**src/rtl/vga_timing_gen_if.sv**
```systemverilog
// Raster timing bundle: sync strobes, blank flag and pixel coordinates for one display.
// Latency: plain wires; the producer registers every signal.
// Backpressure: none; timing free-runs and consumers sample on the falling pixel-clock edge.
// Ports: hs/vs (active-low sync), blank (1 = visible), DrawX/DrawY (coordinates),
//        frame_start (pulse at 0,0), frame_cnt (only with VGA_FRAME_CNT_EN).
interface vga_timing_gen_if;
    logic       hs;
    logic       vs;
    logic       blank;
    logic [9:0] DrawX;
    logic [9:0] DrawY;
    logic       frame_start;
`ifdef VGA_FRAME_CNT_EN
    logic [7:0] frame_cnt;

    modport master (output hs, output vs, output blank, output DrawX, output DrawY,
                    output frame_start, output frame_cnt);
    modport slave  (input hs, input vs, input blank, input DrawX, input DrawY,
                    input frame_start, input frame_cnt);
`else
    modport master (output hs, output vs, output blank, output DrawX, output DrawY,
                    output frame_start);
    modport slave  (input hs, input vs, input blank, input DrawX, input DrawY,
                    input frame_start);
`endif
endinterface

```
**src/rtl/vga_timing_gen.sv**
```systemverilog
// VGA raster timing generator: free-running pixel/line counters with registered sync/blank decode.
// Latency: flags are decoded from next counter values, so they align with DrawX/DrawY on every cycle.
// Backpressure: none; advances one pixel per vga_clk regardless of consumers.
// Ports: vga_clk (pixel clock), reset_n (async active-low), vga (master modport of vga_timing_gen_if).
// Optional: define VGA_FRAME_CNT_EN to add an 8-bit wrapping frame counter on vga.frame_cnt.
// H_TOTAL and V_TOTAL must each be <= 1024 so the 10-bit counters never overflow.
module vga_timing_gen #(
    parameter int unsigned H_VISIBLE = 640,
    parameter int unsigned H_FP      = 16,
    parameter int unsigned H_SYNC    = 96,
    parameter int unsigned H_BP      = 48,
    parameter int unsigned V_VISIBLE = 480,
    parameter int unsigned V_FP      = 10,
    parameter int unsigned V_SYNC    = 2,
    parameter int unsigned V_BP      = 33
) (
    input  logic             vga_clk,
    input  logic             reset_n,
    vga_timing_gen_if.master vga
);
    localparam int unsigned H_TOTAL = H_VISIBLE + H_FP + H_SYNC + H_BP;
    localparam int unsigned V_TOTAL = V_VISIBLE + V_FP + V_SYNC + V_BP;

    localparam logic [9:0] H_LAST = 10'(H_TOTAL - 1);
    localparam logic [9:0] V_LAST = 10'(V_TOTAL - 1);

    // Decode bounds are 11 bits so an end bound equal to 1024 is still representable.
    localparam logic [10:0] H_VIS_END  = 11'(H_VISIBLE);
    localparam logic [10:0] H_SYNC_BEG = 11'(H_VISIBLE + H_FP);
    localparam logic [10:0] H_SYNC_END = 11'(H_VISIBLE + H_FP + H_SYNC);
    localparam logic [10:0] V_VIS_END  = 11'(V_VISIBLE);
    localparam logic [10:0] V_SYNC_BEG = 11'(V_VISIBLE + V_FP);
    localparam logic [10:0] V_SYNC_END = 11'(V_VISIBLE + V_FP + V_SYNC);

    logic [9:0] hc_q, hc_d;
    logic [9:0] vc_q, vc_d;
    logic       hs_q, hs_d;
    logic       vs_q, vs_d;
    logic       blank_q, blank_d;
    logic       frame_start_q, frame_start_d;
`ifdef VGA_FRAME_CNT_EN
    logic [7:0] frame_cnt_q, frame_cnt_d;
`endif

    always_comb begin
        hc_d = hc_q + 10'd1;
        vc_d = vc_q;
        if (hc_q == H_LAST) begin
            hc_d = 10'd0;
            vc_d = (vc_q == V_LAST) ? 10'd0 : vc_q + 10'd1;
        end

        // Flags come from the next counter values so they land in the same
        // register stage as the coordinates they describe.
        blank_d       = ({1'b0, hc_d} < H_VIS_END) && ({1'b0, vc_d} < V_VIS_END);
        hs_d          = !(({1'b0, hc_d} >= H_SYNC_BEG) && ({1'b0, hc_d} < H_SYNC_END));
        vs_d          = !(({1'b0, vc_d} >= V_SYNC_BEG) && ({1'b0, vc_d} < V_SYNC_END));
        frame_start_d = (hc_d == 10'd0) && (vc_d == 10'd0);
`ifdef VGA_FRAME_CNT_EN
        frame_cnt_d   = frame_start_d ? frame_cnt_q + 8'd1 : frame_cnt_q;
`endif
    end

    // Reset parks the raster on the last pixel of a frame, so the first edge
    // after release lands on (0,0) with a frame_start pulse.
    always_ff @(posedge vga_clk or negedge reset_n) begin
        if (!reset_n) begin
            hc_q          <= H_LAST;
            vc_q          <= V_LAST;
            hs_q          <= 1'b1;
            vs_q          <= 1'b1;
            blank_q       <= 1'b0;
            frame_start_q <= 1'b0;
`ifdef VGA_FRAME_CNT_EN
            frame_cnt_q   <= 8'd0;
`endif
        end else begin
            hc_q          <= hc_d;
            vc_q          <= vc_d;
            hs_q          <= hs_d;
            vs_q          <= vs_d;
            blank_q       <= blank_d;
            frame_start_q <= frame_start_d;
`ifdef VGA_FRAME_CNT_EN
            frame_cnt_q   <= frame_cnt_d;
`endif
        end
    end

    assign vga.DrawX       = hc_q;
    assign vga.DrawY       = vc_q;
    assign vga.hs          = hs_q;
    assign vga.vs          = vs_q;
    assign vga.blank       = blank_q;
    assign vga.frame_start = frame_start_q;
`ifdef VGA_FRAME_CNT_EN
    assign vga.frame_cnt   = frame_cnt_q;
`endif

endmodule

```
**src/flat_wrapper.sv**
```systemverilog
// flat-port wrapper written by rule: the top's interface ports become plain ports
module vga_timing_gen_flat 
#(
    parameter int unsigned H_VISIBLE = 640,
    parameter int unsigned H_FP      = 16,
    parameter int unsigned H_SYNC    = 96,
    parameter int unsigned H_BP      = 48,
    parameter int unsigned V_VISIBLE = 480,
    parameter int unsigned V_FP      = 10,
    parameter int unsigned V_SYNC    = 2,
    parameter int unsigned V_BP      = 33
)
  (vga_clk, reset_n, vga_hs, vga_vs, vga_blank, vga_DrawX, vga_DrawY, vga_frame_start);
  vga_timing_gen_if vga_i ();
  input  logic vga_clk;
  input  logic reset_n;
  output wire logic [$bits(vga_i.hs)-1:0] vga_hs;
  output wire logic [$bits(vga_i.vs)-1:0] vga_vs;
  output wire logic [$bits(vga_i.blank)-1:0] vga_blank;
  output wire logic [$bits(vga_i.DrawX)-1:0] vga_DrawX;
  output wire logic [$bits(vga_i.DrawY)-1:0] vga_DrawY;
  output wire logic [$bits(vga_i.frame_start)-1:0] vga_frame_start;
  assign vga_hs = vga_i.hs;
  assign vga_vs = vga_i.vs;
  assign vga_blank = vga_i.blank;
  assign vga_DrawX = vga_i.DrawX;
  assign vga_DrawY = vga_i.DrawY;
  assign vga_frame_start = vga_i.frame_start;
  vga_timing_gen #(.H_VISIBLE(H_VISIBLE), .H_FP(H_FP), .H_SYNC(H_SYNC), .H_BP(H_BP), .V_VISIBLE(V_VISIBLE), .V_FP(V_FP), .V_SYNC(V_SYNC), .V_BP(V_BP)) u_core (.vga_clk(vga_clk), .reset_n(reset_n), .vga(vga_i));
endmodule
```
**config.mk**
```make
export PLATFORM = sky130hd
export DESIGN_NAME = vga_timing_gen_flat
export DESIGN_NICKNAME = d
export VERILOG_FILES = /design/src/rtl/vga_timing_gen_if.sv /design/src/rtl/vga_timing_gen.sv /design/src/flat_wrapper.sv
export SDC_FILE = /design/constraint.sdc
export NUM_CORES = 1
export LEC_CHECK = 0
export BUFFER_PORTS_ARGS = -buffer_cell sky130_fd_sc_hd__buf_2
export CORE_ASPECT_RATIO = 1.75
export CORE_MARGIN = 4
export CORE_UTILIZATION = 40
export CTS_CLUSTER_DIAMETER = 60
export DETAILED_ROUTE_END_ITERATION = 10
export PLACE_DENSITY = 0.62
export REMOVE_ABC_BUFFERS = 1
export SYNTH_ARGS = -nofsm -noshare
export SYNTH_HDL_FRONTEND = slang
export SYNTH_SLANG_ARGS = --single-unit
```
**constraint.sdc**
```tcl
create_clock -name vga_clk -period 2.9 [get_ports vga_clk]
set_input_delay 0.58 -clock vga_clk [delete_from_list [all_inputs] [get_ports vga_clk]]
set_output_delay 0.58 -clock vga_clk [all_outputs]
set_load 0.01 [all_outputs]
```
Yosys cells after proc, flatten, opt, wreduce, memory -nomap -nowiden. Index checks and enable logic that the tools add are counted.

Bits in registers: 24. Input port bits: 2. Output and inout bits: 24. Logic and storage cells: 27.

$add $sub $neg: 2. $lt $le $gt $ge: 6. Eq/ne operators: 2. Multiplexer cells: 3. Reduce and logical (&&, ||, !) cells: 8.

Operator list (number): $mux W10 (3); $add A10 B1 Y10 const B (2); $eq A10 B10 Y1 const B (2); $logic_not A10 Y1 (2); $lt A10 B10 Y1 const B (2); $lt A10 B9 Y1 const B (2); $ge A10 B10 Y1 const B (1); $ge A10 B9 Y1 const B (1); $logic_and A1 B1 Y1 (4); $logic_not A1 Y1 (2).

Depth between registers and ports, before layout.
Depth after elaboration: 6. Depth in mapped cells: 9. Gate-level depth less buffers: 8.

Worst setup path before layout. OpenSTA, ideal clock, no wires.

Path kind: register -> register. From: register u_core.hc_q[0] (netlist: u_core.vga.DrawX[0]). To: register u_core.vs_q (netlist: u_core.vga.vs). Setup time: 0.108 ns. Arrival: 2.154 ns. Required time: 2.792 ns. Setup slack: 0.638 ns. Stages on the path, launching flop included: 8. Buffers on the path: 0. Period minus slack after synthesis: 2.262 ns. Cells stage by stage: dfstp_2 ha_1 and4_4 nand3_2 or4_4 xnor2_2 and4_1 nand4_1.

Longest elaborated chain between the ends: 5. Elaborated cells on any way between the ends: 6. Those cells by class: order compare (2); eq/ne (1); mux (1); reduce/logical (2).

Ends and longest elaborated chain: from (decl) (RTL line vga_timing_gen.sv:35) `logic [9:0] hc_q, hc_d;`; from (signal assigned) (RTL line vga_timing_gen.sv:68) `hc_q <= H_LAST;`; from (signal assigned) (RTL line vga_timing_gen.sv:78) `hc_q <= hc_d;`; $eq A10 B10 Y1 * (RTL line vga_timing_gen.sv:48) `if (hc_q == H_LAST) begin`; $mux W10 * (RTL line vga_timing_gen.sv:48); via u_core.vc_d[8] (RTL line vga_timing_gen.sv:36) `logic [9:0] vc_q, vc_d;`; $ge A10 B9 Y1 / $lt A10 B9 Y1 (equally long branches) (RTL line vga_timing_gen.sv:57) `vs_d = !(({1'b0, vc_d} >= V_SYNC_BEG) && ({1'b0, vc_d} < V_SYNC_END));`; $logic_and A1 B1 Y1 * (RTL line vga_timing_gen.sv:57); $logic_not A1 Y1 * (RTL line vga_timing_gen.sv:57); via u_core.vs_d (RTL line vga_timing_gen.sv:38) `logic vs_q, vs_d;`; to (signal assigned) (RTL line vga_timing_gen.sv:81) `vs_q <= vs_d;`; to (decl) (RTL line vga_timing_gen.sv:38).

The timed path passes the listed nets; every way through them passes the cells marked *.

Worst setup path in the final report.
From: register u_core.hc_q[0] (netlist: u_core.vga.DrawX[0]). To: register u_core.frame_start_q (netlist: u_core.vga.frame_start).

Longest elaborated chain between the ends: 4. Elaborated cells on any way between the ends: 7. Those cells by class: add/sub (1); eq/ne (1); mux (2); reduce/logical (3).

Ends and longest elaborated chain: $eq A10 B10 Y1 (RTL line vga_timing_gen.sv:48); $mux W10 (RTL line vga_timing_gen.sv:48); via u_core.vc_d[7] (RTL line vga_timing_gen.sv:36); $logic_not A10 Y1 (RTL line vga_timing_gen.sv:58) `frame_start_d = (hc_d == 10'd0) && (vc_d == 10'd0);`; $logic_and A1 B1 Y1 (RTL line vga_timing_gen.sv:58); via u_core.frame_start_d (RTL line vga_timing_gen.sv:40) `logic frame_start_q, frame_start_d;`; to (signal assigned) (RTL line vga_timing_gen.sv:83) `frame_start_q <= frame_start_d;`; to (decl) (RTL line vga_timing_gen.sv:40).

The timed path passes the listed nets, and every way through them passes these cells.

==> out/qor.csv <==
metric,value,unit
status,finished clean,
switching_share,18.7,%
p_sw,0.120,mW
critPathKind,reg -> reg,
worst_path_dominant_cell_family,simple AND/OR/NAND/NOR gates,
p_leak,0.677,nW
hold_slack,0.265,ns
h-tree-depth,1,
synthCells,147,
io_buffers,25,
dp_slack,0.450,ns
fmax,401,MHz
dr.pass1.iters,4,
endpoint_kind,register,
worstPathArrival,2.70,ns
area_growth,15.8,%
slew_viol_final,0,
fin_worst_skew,0.00852,ns
drive_above_1_share,30.8,%
rsz0062_at_grt,false,
final_common_cell,buf_2,
slew_headroom,53.3,%
die_h,86.4,um
avgSynthCellArea,9.55,sq um
use_met3,2.07,%
cap_violations,0,
holdCritPathClass,in -> async,
hold_buffers,0,
globalRouteMet2Util,32.6,%
core_area,3400,sq um
cts_buffers,3,
wl,3.52,mm
ys.flop_type,dfstp_2,
clk_pin_slew,0.09,ns
worstSkewPairLatency,0.28,ns
overflow,0,
final_cells,214,
synth_area,1400,sq um
drcViolationCount,0,
n_antenna_cell,0,
post-route-util,47.8,%
ys_types,45,
ys_seq_area_share,43.9,%
die_w,52.8,um
cts_setup_buffers,0,
worst_pin_slew,0.692,ns
final.min_clock_period,2.49,ns
area.sequential,616,sq um
grt_util_all_layers,17.6,%
fin_nets,175,
antenna_found_initial,0,
first_iter_violations,28,
seq_power_share,52.4,%
clkSinkCount,24,
finalCritPeriodShare,86.0,%
routedWlPerCell,16.4,um
synth-edff-count,0,
ys_ff_latch,24,
grt_util_met1,18.0,%
grt_pass1_wl,5.91,mm
cts_resized,0,
rrSetupSlack,0.41,ns
crit_chain,ha_1 -> and4_4 -> nand3_2 -> nor3_1 -> xor2_1 -> nor4_1 -> and4_1,
cp_max_fo,5,
cp.buffers_inverters,0,
ir_drop,0.000338,V
layout_setup_ws,0.406,ns
fill_cells,358,
power.share.clock,46.6,%
start_util,41.3,%
floorplan.rows,28,
finalPower,0.640,mW
cts.path.max_buffers,2,
setup_viol,0,
cp-start-kind,register,
p_per_area,394,nW/um^2
critical-path-slowest-cell,dfstp_2,
grt_busiest_layer,met2,
grt_max_degree,25,
p_comb_share,1.0,%
clock-root-buffer,clkbuf_8,
vias,1231,
dieArea,4560,sq um
placed_cell_area,1550,sq um
final_area,1630,sq um
reg2reg_from,u_core.vga.DrawX[0]$_DFF_PN1_,
setup_tns,0,ns
hold_violations,0,
final_cell_mix,"buf_2, dfstp_2, dfrtp_1, nand4_1, nand2_1",
vias_per_cell,5.75,
yosysWarnings,0,
cp_slowest_stage_delay,0.58,ns
async_flop_share,100,%
worstRegToRegCells,7,
drtAntennaViolNets,0,
gp_congestion,0.851,
dpl.cell_count,210,
r2r-end,u_core.vga.frame_start$_DFF_PN0_,
internal_power,0.521,mW
place_hpwl,2.73,mm
cts_tree,done,
multi_input_area,708,sq um
first_global_vias,1218,
critPathRequiredTime,3.11,ns
ios,26,
## worst max-delay path by stage
| stage | startpoint | end | slack (ns) | cells past startpoint |
|---|---|---|---|---|
| after floorplan | u_core.vga.DrawX[0]$_DFF_PN1_ | u_core.vga.vs$_DFF_PN1_ | 0.64 | 7 |
| after global placement | u_core.vga.DrawX[0]$_DFF_PN1_ | u_core.vga.vs$_DFF_PN1_ | 0.50 | 7 |
| after detailed placement | u_core.vga.DrawX[0]$_DFF_PN1_ | u_core.vga.blank$_DFF_PN0_ | 0.45 | 7 |
| after CTS | u_core.vga.DrawX[0]$_DFF_PN1_ | u_core.vga.blank$_DFF_PN0_ | 0.42 | 7 |
| after global routing | u_core.vga.DrawX[0]$_DFF_PN1_ | u_core.vga.vs$_DFF_PN1_ | 0.28 | 7 |
| final | u_core.vga.DrawX[0]$_DFF_PN1_ | u_core.vga.frame_start$_DFF_PN0_ | 0.41 | 7 |
## cell families after synthesis
kind of cell             count (synthesis)  share of synthesized area [%]
AO/OA/AOI/OAI                           24                           10.6
XOR/XNOR                                13                           8.65
adder cells (fa/ha/maj)                  3                           2.67
buffers and inverters                   18                           5.70
flip-flops                              24                           43.9
multiplexers                             2                           1.52
AND/OR/NAND/NOR                         63                           27.0
## state kept, by name, indices dropped and copies added (netlist names)
signal and count:
u_core.vga.DrawX 10, u_core.vga.DrawY 10, u_core.vga.blank 1, u_core.vga.frame_start 1, u_core.vga.hs 1, u_core.vga.vs 1
## area by class of cell
cell class	count	area share, %
Tap cell	45	3.46
Multi-Input combinational cell	105	43.6
Clock inverter	1	1.85
Clock buffer	3	2.54
Timing Repair Buffer	27	8.62
Inverter	9	2.08
Sequential cell	24	37.9
## power groups by stage
| stage | combinational [mW] | clock, mW | sequential (mW) |
|---|---|---|---|
| after detailed placement | 0.00724 | 0 | 0.341 |
| after CTS | 0.00725 | 0.304 | 0.335 |
| after floorplan | 0.000000231 | 0 | 0.341 |
| after global placement | 0.00716 | 0 | 0.341 |
| final | 0.00657 | 0.298 | 0.335 |
| after global routing | 0.00796 | 0.321 | 0.335 |
## per-layer routing
metal	part of all wire, %	vias up
met2	55	35
li1	-	577
met3	3.6	11
met4	4.4	0
met1	37	608
met5	0	-
## cell usage after synthesis, types with 2 or more instances
master / count / area share, %
nand2_1: 11 / 2.9
xnor2_1: 6 / 3.7
nand2b_1: 3 / 1.3
dfstp_2: 12 / 22
o22ai_1: 3 / 1.3
inv_1: 9 / 2.4
dfrtp_1: 12 / 21
o21ai_0: 5 / 1.8
ha_1: 3 / 2.7
or3_1: 2 / 0.89
a21oi_1: 7 / 2.5
nand4_1: 11 / 4.9
xor2_1: 6 / 3.7
nand3_1: 7 / 2.5
nor4_1: 3 / 1.3
nor3_1: 5 / 1.8
and4_1: 2 / 1.2
nor2_1: 7 / 1.9
clkbuf_1: 6 / 1.6
a31oi_1: 2 / 0.89
(Power assumes the default switching activity.)
